<file path="src/rtl/scnn_accum_ctrl.sv">
// scnn_accum_ctrl: sequences bank collection, beat drain and buffer release for the partial-sum adder; SCNN_ACC_PERF_EN adds perf_stall_cnt/perf_wait_cnt
module scnn_accum_ctrl #(
  parameter int NUM_BANKS  = 4,
  parameter int DEPTH      = 64,
  parameter int BEAT_WORDS = 8,
  parameter int TILE_W     = 16,
  localparam int NUM_BEATS = DEPTH / BEAT_WORDS,
  localparam int BEAT_AW   = NUM_BEATS > 1 ? $clog2(NUM_BEATS) : 1
) (
  input  logic                 clk,
  input  logic                 reset,
  input  logic                 start,
  input  logic [NUM_BANKS-1:0] cfg_bank_mask,
  input  logic [TILE_W-1:0]    cfg_num_tiles,
  input  logic [NUM_BANKS-1:0] bank_done,
  output logic [NUM_BANKS-1:0] bank_release,
  output logic [NUM_BANKS-1:0] acc_zero_mask,
  output logic                 wr_valid,
  input  logic                 wr_ready,
  output logic [BEAT_AW-1:0]   wr_addr,
  output logic                 wr_last,
  output logic                 busy,
  output logic                 done,
  output logic                 err_overrun
`ifdef SCNN_ACC_PERF_EN
  ,
  output logic [31:0]          perf_stall_cnt,
  output logic [31:0]          perf_wait_cnt
`endif
);
  typedef enum logic [2:0] {IDLE, COLLECT, DRAIN, RELEASE, FINISH} state_t;
  state_t               state_q, state_d;
  logic [NUM_BANKS-1:0] mask_q, mask_d, pending_q, pending_d;
  logic [TILE_W-1:0]    ntiles_q, ntiles_d, tile_cnt_q, tile_cnt_d;
  logic [BEAT_AW-1:0]   beat_cnt_q, beat_cnt_d;
  logic                 err_q, err_d;
  logic                 accept, in_run, last_beat;
  logic [NUM_BANKS-1:0] hit;
  always_ff @(posedge clk) begin
    if (reset) begin
      state_q    <= IDLE;
      mask_q     <= '0;
      pending_q  <= '0;
      ntiles_q   <= '0;
      tile_cnt_q <= '0;
      beat_cnt_q <= '0;
      err_q      <= 1'b0;
    end else begin
      state_q    <= state_d;
      mask_q     <= mask_d;
      pending_q  <= pending_d;
      ntiles_q   <= ntiles_d;
      tile_cnt_q <= tile_cnt_d;
      beat_cnt_q <= beat_cnt_d;
      err_q      <= err_d;
    end
  end
  always_comb begin
    accept     = state_q == IDLE && start;
    in_run     = state_q == COLLECT || state_q == DRAIN || state_q == RELEASE;
    hit        = bank_done & mask_q;
    last_beat  = beat_cnt_q == BEAT_AW'(NUM_BEATS - 1);
    mask_d     = accept ? cfg_bank_mask : mask_q;
    ntiles_d   = accept ? cfg_num_tiles : ntiles_q;
    pending_d  = (accept || state_q == RELEASE) ? '0 :
                 state_q == COLLECT ? pending_q | hit : pending_q;
    tile_cnt_d = accept ? '0 : state_q == RELEASE ? tile_cnt_q + TILE_W'(1) : tile_cnt_q;
    beat_cnt_d = (state_q == DRAIN && wr_ready) ? (last_beat ? '0 : beat_cnt_q + BEAT_AW'(1)) : beat_cnt_q;
    err_d      = accept ? 1'b0 : (in_run && |(hit & pending_q)) ? 1'b1 : err_q;
  end
  always_comb begin
    state_d = state_q;
    unique case (state_q)
      IDLE:    if (start) state_d = (cfg_num_tiles == '0 || cfg_bank_mask == '0) ? FINISH : COLLECT;
      COLLECT: if (&(pending_d | ~mask_q)) state_d = DRAIN;
      DRAIN:   if (wr_ready && last_beat) state_d = RELEASE;
      RELEASE: state_d = (tile_cnt_q == ntiles_q - TILE_W'(1)) ? FINISH : COLLECT;
      FINISH:  state_d = IDLE;
      default: state_d = IDLE;
    endcase
  end
  always_comb begin
    busy          = state_q != IDLE;
    done          = state_q == FINISH;
    wr_valid      = state_q == DRAIN;
    wr_addr       = beat_cnt_q;
    wr_last       = state_q == DRAIN && last_beat;
    bank_release  = state_q == RELEASE ? mask_q : '0;
    acc_zero_mask = state_q == IDLE ? '1 : ~mask_q;
    err_overrun   = err_q;
  end
`ifdef SCNN_ACC_PERF_EN
  logic [31:0] perf_stall_q, perf_stall_d, perf_wait_q, perf_wait_d;
  always_ff @(posedge clk) begin
    if (reset) begin
      perf_stall_q <= '0;
      perf_wait_q  <= '0;
    end else begin
      perf_stall_q <= perf_stall_d;
      perf_wait_q  <= perf_wait_d;
    end
  end
  always_comb begin
    perf_stall_d   = accept ? '0 : (state_q == DRAIN && !wr_ready && perf_stall_q != '1) ? perf_stall_q + 32'd1 : perf_stall_q;
    perf_wait_d    = accept ? '0 : (state_q == COLLECT && perf_wait_q != '1) ? perf_wait_q + 32'd1 : perf_wait_q;
    perf_stall_cnt = perf_stall_q;
    perf_wait_cnt  = perf_wait_q;
  end
`endif
endmodule

</file>
<file path="config.mk">
export PLATFORM = sky130hd
export DESIGN_NAME = scnn_accum_ctrl
export DESIGN_NICKNAME = d
export VERILOG_FILES = /design/src/rtl/scnn_accum_ctrl.sv
export SDC_FILE = /design/constraint.sdc
export NUM_CORES = 1
export LEC_CHECK = 0
export BUFFER_PORTS_ARGS = -buffer_cell sky130_fd_sc_hd__buf_2
export CAP_MARGIN = 25
export CORE_AREA = 2 2 85 87
export CTS_BUF_LIST = sky130_fd_sc_hd__clkbuf_4
export CTS_CLUSTER_SIZE = 12
export DETAILED_ROUTE_END_ITERATION = 7
export DIE_AREA = 0 0 87 89
export SETUP_SLACK_MARGIN = 0.2
export SLEW_MARGIN = 10
export SYNTH_ARGS = -nofsm -noshare
export SYNTH_HDL_FRONTEND = slang
export SYNTH_SLANG_ARGS = --single-unit
</file>
<file path="constraint.sdc">
create_clock -name clk -period 2.2 [get_ports clk]
set_input_delay 0 -clock clk [delete_from_list [all_inputs] [get_ports clk]]
set_output_delay 0 -clock clk [all_outputs]
set_load 0.005 [all_outputs]
</file>
==> flow_summary_export.csv, run 1 <==
group,metric,value,unit
worst_setup_path,crit_cells,7,
global_routing,antenna_found_initial,0,
timing,tns,-0.104,ns
global_routing,use_met3,3.42,%
final_layout,drive_gt1_share,21.9,%
place,portBuffers,43,
final_layout,stdcell_count,500,
timing,drv_slew,0,
worst_setup_path,max_stage_delay,0.52,ns
hold_path,holdCritPathClass,"in -> reg",
yosys,yosys_warnings,0,
yosys,avgSynthCellArea,7.72,um2
die,rows,30,
yosys,synth_largest_area_cell,"dfxtp_1",
yosys,netlist.area_leader.share,36.3,%
power_and_ir_drop,p_leak,1.39,nW
worst_setup_path,crit_buf_inv,0,
power_and_ir_drop,pwr-share-clk,19.9,%
final_layout,mostFrequentLayoutCell,"nand2_1",
worst_setup_path,crit_path_max_fanout,3,
timing,clock_skew,0.0134,ns
power_and_ir_drop,ir_drop,0.367,mV
yosys,synth_edf_count,0,
final_layout,fill_cells,662,
final_layout,area_growth,30.7,%
flow_run,max_cap_violations,0,
detailed_routing,drt_iter0_markers,119,
die,fp.coreArea,0.00672,mm2
worst_setup_path,path_delay_family,"simple AND/OR/NAND/NOR gates",
place,dp_hpwl,4860,um
global_routing,grt_pass1_vias,2433,
worst_setup_path,reg2regPathDepth,7,
power_and_ir_drop,netSwitchingFraction,35.4,%
worst_setup_path,start_kind,"flip-flop",
yosys,synth_area,0.00259,mm2
global_routing,grt.total_usage,18.2,%
worst_setup_path,crit_chain,"or4_4, or3_4, or3b_4, xnor2_2, nand4_1, nor3_2, o32ai_1",
worst_setup_path,slowest_stage,"or4_4",
timing,slew_headroom,54.5,%
place,place.gp.congestion,0.825,
yosys,ys.flop_type,"dfxtp_1",
detailed_routing,drt_wl_total,6640,um
final_layout,seqCellArea,947,um2
global_routing,use_met2,29.3,%
detailed_routing,drc,0,
power_and_ir_drop,p_int,0.00169,W
yosys,async_flop_share,0,%
cts,cts_tree,"yes",
timing,hold_viol_final,0,
timing,min_period_over_period,103,%
timing,rsz0062_at_grt,"true",
cts,clk_pin_slew,0.14,ns
timing,worst_slew_pin_slew,0.683,ns
timing,max_freq,443,MHz
cts,root_buffer,"clkbuf_4",
die,io_pins,44,
power_and_ir_drop,powerDensity,770,mW/mm2
power_and_ir_drop,p_comb_share,40.6,%
run_status,status,"finished, violations left",
yosys,yosysSeqAreaShare,36.3,%
detailed_routing,wl_per_cell,13.3,um
global_routing,use_met1,25.2,%
worst_setup_path,cp.arrival,2.49,ns
cts,cts_setup_buffers,0,
power_and_ir_drop,seqPwrFrac,39.6,%
worst_setup_path,cp-end-kind,"flip-flop",
die,dieWidth,87,um
final_layout,diodes,0,
cts,clk_latency,0.37,ns
final_layout,layout_common_cells,"nand2_1, buf_2, dfxtp_1",
detailed_routing,dr.pass1.iters,4,
final_layout,layout.nets,452,
detailed_routing,via_per_inst,5.15,
yosys,netlist_top_cells_area,"dfxtp_1, nand2_1, a21oi_1, xnor2_1, xor2_1",
worst_setup_path,critPathRequiredTime,2.43,ns
cts,cts_sinks,47,
global_routing,grt_overflow_total,0,
worst_setup_path,critPathLaunch,"ntiles_q[6]",
cts,numCtsBuffers,5,
run_status,violations,"negative setup slack",
global_routing,grt_busiest_layer,"met2",
cts,clk_path_buf_depth,2,
yosys,ys_types,45,
place,place_ws,-0.128,ns
worst_setup_path,r2r-start,"ntiles_q[6]",
power_and_ir_drop,switching_power,0.000923,W
worst_setup_path,worstSetupPathType,"reg -> reg",
global_routing,grt_pass1_wl,11200,um
cts,htree_levels,2,
final_layout,multiInputGateArea,0.00159,mm2
yosys,syn_inst,336,
timing,fin_crit,2.26,ns
worst_setup_path,reg2reg_setup_slack,-0.06,ns
die,die_h,89,um
detailed_routing,ant_nets,0,
die,initial_core_util,38.6,%
detailed_routing,vias,2574,
worst_setup_path,reg2reg_to,"state_q[0]",
timing,setup_viol,2,
die,fp.dieArea,0.00774,mm2
worst_setup_path,setup.worst_path.end,"state_q[0]",
global_routing,grt_max_degree,32,
yosys,synth_seq_cells,47,
timing,setup_ws,-0.0589,ns
yosys,syn_nets,368,
place,dp_cells,468,
[registers in the layout (all words and copies together) (netlist names)]
| register | cells |
|---|---|
| tile_cnt_q | 16 |
| ntiles_q | 16 |
| state_q | 3 |
| wr_addr | 3 |
| pending_q | 4 |
| err_overrun | 1 |
| mask_q | 4 |
[how the worst min path moves through the flow]
| stage | slack [ns] | depth (start not counted) | start | to |
|---|---|---|---|---|
| after floorplan | 0.13 | 2 | cfg_num_tiles[6] | ntiles_q[6] |
| after global placement | 0.26 | 3 | cfg_num_tiles[9] | ntiles_q[9] |
| after detailed placement | 0.26 | 3 | cfg_num_tiles[4] | ntiles_q[4] |
| after CTS | 0.09 | 2 | reset | wr_addr[0] |
| after global routing | 0.13 | 2 | reset | wr_addr[0] |
| final | 0.10 | 2 | reset | wr_addr[0] |
[cell type report]
class	instances	area share, %
Multi-Input combinational cell	264	46.8
Clock buffer	6	1.33
Inverter	11	1.22
Timing Repair Buffer	91	18.8
Clock inverter	1	0.886
Sequential cell	47	27.9
Tap cell	80	2.95
[power by group through the flow]
stage | Sequential (W) | Combinational [W] | Clock, W
2_1_floorplan | 0.00102 | 0.000674 | 0
3_3_place_gp | 0.00104 | 0.000977 | 0
3_5_place_dp | 0.00105 | 0.000984 | 0
4_1_cts | 0.00103 | 0.00103 | 0.000531
5_1_grt | 0.00105 | 0.00118 | 0.000559
6_report | 0.00103 | 0.00106 | 0.000518
[metal layers]
metal  part of all wire, %  vias to the layer above
met5                     0                        -
met4                  0.72                        0
met3                   2.8                        4
met2                    47                       38
met1                    50                     1190
li1                      -                     1342
[synth_stat cells (all sizes together), types with 3 or more instances]
cell,n
a211oi,4
a21o,3
a21oi,32
a31oi,5
and2,10
and3,9
clkbuf,13
dfxtp,47
ha,4
inv,11
nand2,61
nand3,10
nand3b,6
nand4,6
nor2,25
nor2b,4
nor3,12
nor4,8
o21ai,6
or3,3
or4,3
xnor2,16
xor2,14
[through the flow]
stage                     hold WS (ns)  instance area (um2)  power, W  util, %
after CTS                       0.0901                 3360   0.00259     50.0
after floorplan                  0.128                 2600   0.00169        -
after detailed placement         0.260                 3030   0.00203     45.1
final                            0.103                 3390   0.00261     50.4
after global placement           0.256                 3030   0.00202     45.1
after global routing             0.126                 3390   0.00279     50.4
[kinds of logic after synthesis]
group	share of synthesized area (%)
AO/OA/AOI/OAI	15.5
multiplexers	0.386
XOR/XNOR	10.1
AND/OR/NAND/NOR	31.9
flip-flops	36.3
adder cells (fa/ha/maj)	1.93
buffers and inverters	3.91
[timing repair]
item | 4_1_cts | 5_1_grt
pin swaps | 1 | 4
endpoints found under the setup margin | 2 | 3
gates resized for setup | 4 | 6
endpoints found under the hold margin | 25 | 0
hold buffers | 25 | 0
(Power assumes the default switching activity.)
==> inputs of run 2 (changes only) <==
==> constraint.sdc (replaced) <==
create_clock -name clk -period 2.2 [get_ports clk]
set_input_delay 0.22 -clock clk [delete_from_list [all_inputs] [get_ports clk]]
set_output_delay 0.22 -clock clk [all_outputs]
set_load 0.005 [all_outputs]
==> run 2 against run 1 <==
The run still ends with negative setup slack left. Fmax about the same. Highest routed layer unchanged. Total power fell by 1.6%. Register-to-register slack about the same. Critical path type unchanged. Core utilization shrank 3.7 points.
==> flow_summary_export.csv, run 2 (synthesis results as in run 1) <==
group,metric,value,unit
timing,hold_viol_final,0,
final_layout,layout_common_cells,"nand2_1, buf_2, dfxtp_1",
global_routing,grt_pass1_vias,2289,
final_layout,layout.nets,427,
global_routing,grt_pass1_wl,10700,um
place,dp_hpwl,4860,um
final_layout,drive_gt1_share,23.3,%
die,fp.dieArea,0.00774,mm2
worst_setup_path,cp.arrival,2.49,ns
detailed_routing,drt_iter0_markers,154,
detailed_routing,ant_nets,0,
cts,numCtsBuffers,5,
timing,max_freq,443,MHz
timing,min_period_over_period,103,%
worst_setup_path,critPathRequiredTime,2.43,ns
die,io_pins,44,
worst_setup_path,cp-end-kind,"flip-flop",
final_layout,utilization,46.7,%
timing,fin_crit,2.26,ns
timing,setup_ws,-0.0567,ns
worst_setup_path,crit_chain,"or4_4, or3_4, or3b_4, xnor2_2, nand4_1, nor3_2, o32ai_1",
flow_run,max_cap_violations,0,
worst_setup_path,crit_path_max_fanout,3,
detailed_routing,drc,0,
worst_setup_path,slowest_stage,"or4_4",
cts,root_buffer,"clkbuf_4",
timing,worst_slew_pin_slew,0.682,ns
power_and_ir_drop,p_leak,1.29,nW
final_layout,diodes,0,
cts,clk_pin_slew,0.13,ns
detailed_routing,wl_per_cell,13.3,um
cts,cts_setup_buffers,0,
power_and_ir_drop,ir_drop,0.358,mV
timing,slew_headroom,54.5,%
cts,htree_levels,2,
final_layout,multiInputGateArea,0.00159,mm2
die,rows,30,
detailed_routing,drt_wl_total,6310,um
timing,setup_viol,2,
hold_path,holdCritPathClass,"in -> reg",
cts,cts_tree,"yes",
timing,rsz0062_at_grt,"true",
place,portBuffers,43,
global_routing,grt_overflow_total,0,
final_layout,top_regs,"ntiles_q x16, tile_cnt_q x16",
final_layout,mostFrequentLayoutCell,"nand2_1",
global_routing,grt_max_degree,32,
die,dieWidth,87,um
die,die_h,89,um
power_and_ir_drop,total_power,0.00257,W
detailed_routing,dr.pass1.iters,4,
timing,tns,-0.100,ns
die,fp.coreArea,0.00672,mm2
global_routing,grt.total_usage,17.5,%
worst_setup_path,crit_buf_inv,0,
power_and_ir_drop,powerDensity,818,mW/mm2
run_status,status,"finished, violations left",
worst_setup_path,worstSetupPathType,"reg -> reg",
place,place.gp.congestion,0.825,
worst_setup_path,start_kind,"flip-flop",
worst_setup_path,reg2reg_setup_slack,-0.06,ns
worst_setup_path,path_delay_family,"simple AND/OR/NAND/NOR gates",
detailed_routing,vias,2480,
final_layout,area_growth,21.0,%
cts,clk_latency,0.36,ns
cts,clk_path_buf_depth,2,
timing,drv_slew,0,
timing,clock_skew,0.0120,ns
final_layout,fill_cells,694,
detailed_routing,via_per_inst,5.22,
final_layout,seqCellArea,947,um2
global_routing,antenna_found_initial,0,
worst_setup_path,max_stage_delay,0.52,ns
run_status,violations,"negative setup slack",
die,initial_core_util,38.6,%
cts,cts_sinks,47,
-- run 2: timing repair --
item | in CTS | in global routing
endpoints found under the setup margin | 2 | 3
pin swaps | 1 | 4
hold buffers | 0 | 0
endpoints found under the hold margin | 0 | 0
gates resized for setup | 4 | 6
-- run 2: worst register-to-register path, stage by stage, from the launching register on --
cell and delay [ns]:
dfxtp_2 0.34, or4_4 0.52, or3_4 0.35, or3b_4 0.41
xnor2_2 0.12, nand4_1 0.16, nor3_2 0.14, o32ai_1 0.08
-- run 2: worst paths after layout --
check | end | depth (start not counted) | startpoint
worst max-delay path | state_q[0] | 7 | ntiles_q[6]
worst min-delay path | mask_q[1] | 3 | cfg_bank_mask[1]
worst max register to register | state_q[0] | 7 | ntiles_q[6]
worst min register to register | err_overrun | 2 | err_overrun
-- run 2: layer usage --
metal | vias up | share of wire [%] | routed length, um | GRT usage (%)
met1 | 1139 | 50 | 3170 | 24.9
met4 | 0 | 0.76 | 48 | 4.69
met5 | - | 0 | 0 | 0
li1 | 1293 | - | - | -
met2 | 44 | 46 | 2880 | 27.1
met3 | 4 | 3.4 | 217 | 3.23
-- run 2: area by class of cell --
class | instances | share of cell area [%]
timing repair buffer | 66 | 12.4
tap | 80 | 3.19
clock buffer | 6 | 1.43
clock inverter | 1 | 0.957
inverter | 11 | 1.32
sequential | 47 | 30.2
multi-input combinational | 264 | 50.6
-- run 2: where the power goes --
group | switching (W) | internal, W | leakage [nW]
sequential | 0.0000999 | 0.000932 | 0.384
combinational | 0.000544 | 0.000478 | 0.864
clock | 0.000268 | 0.000247 | 0.0417
-- run 2: metrics by stage --
step | cells | hold slack [ns] | worst slack [ns] | area [um2]
after floorplan | 336 | 0.348 | 0.0243 | 2600
after global placement | 468 | 0.445 | -0.0348 | 3030
after detailed placement | 468 | 0.447 | -0.128 | 3030
after CTS | 475 | 0.0724 | -0.100 | 3110
after global routing | 475 | 0.0802 | -0.209 | 3140
final | 475 | 0.0866 | -0.0567 | 3140
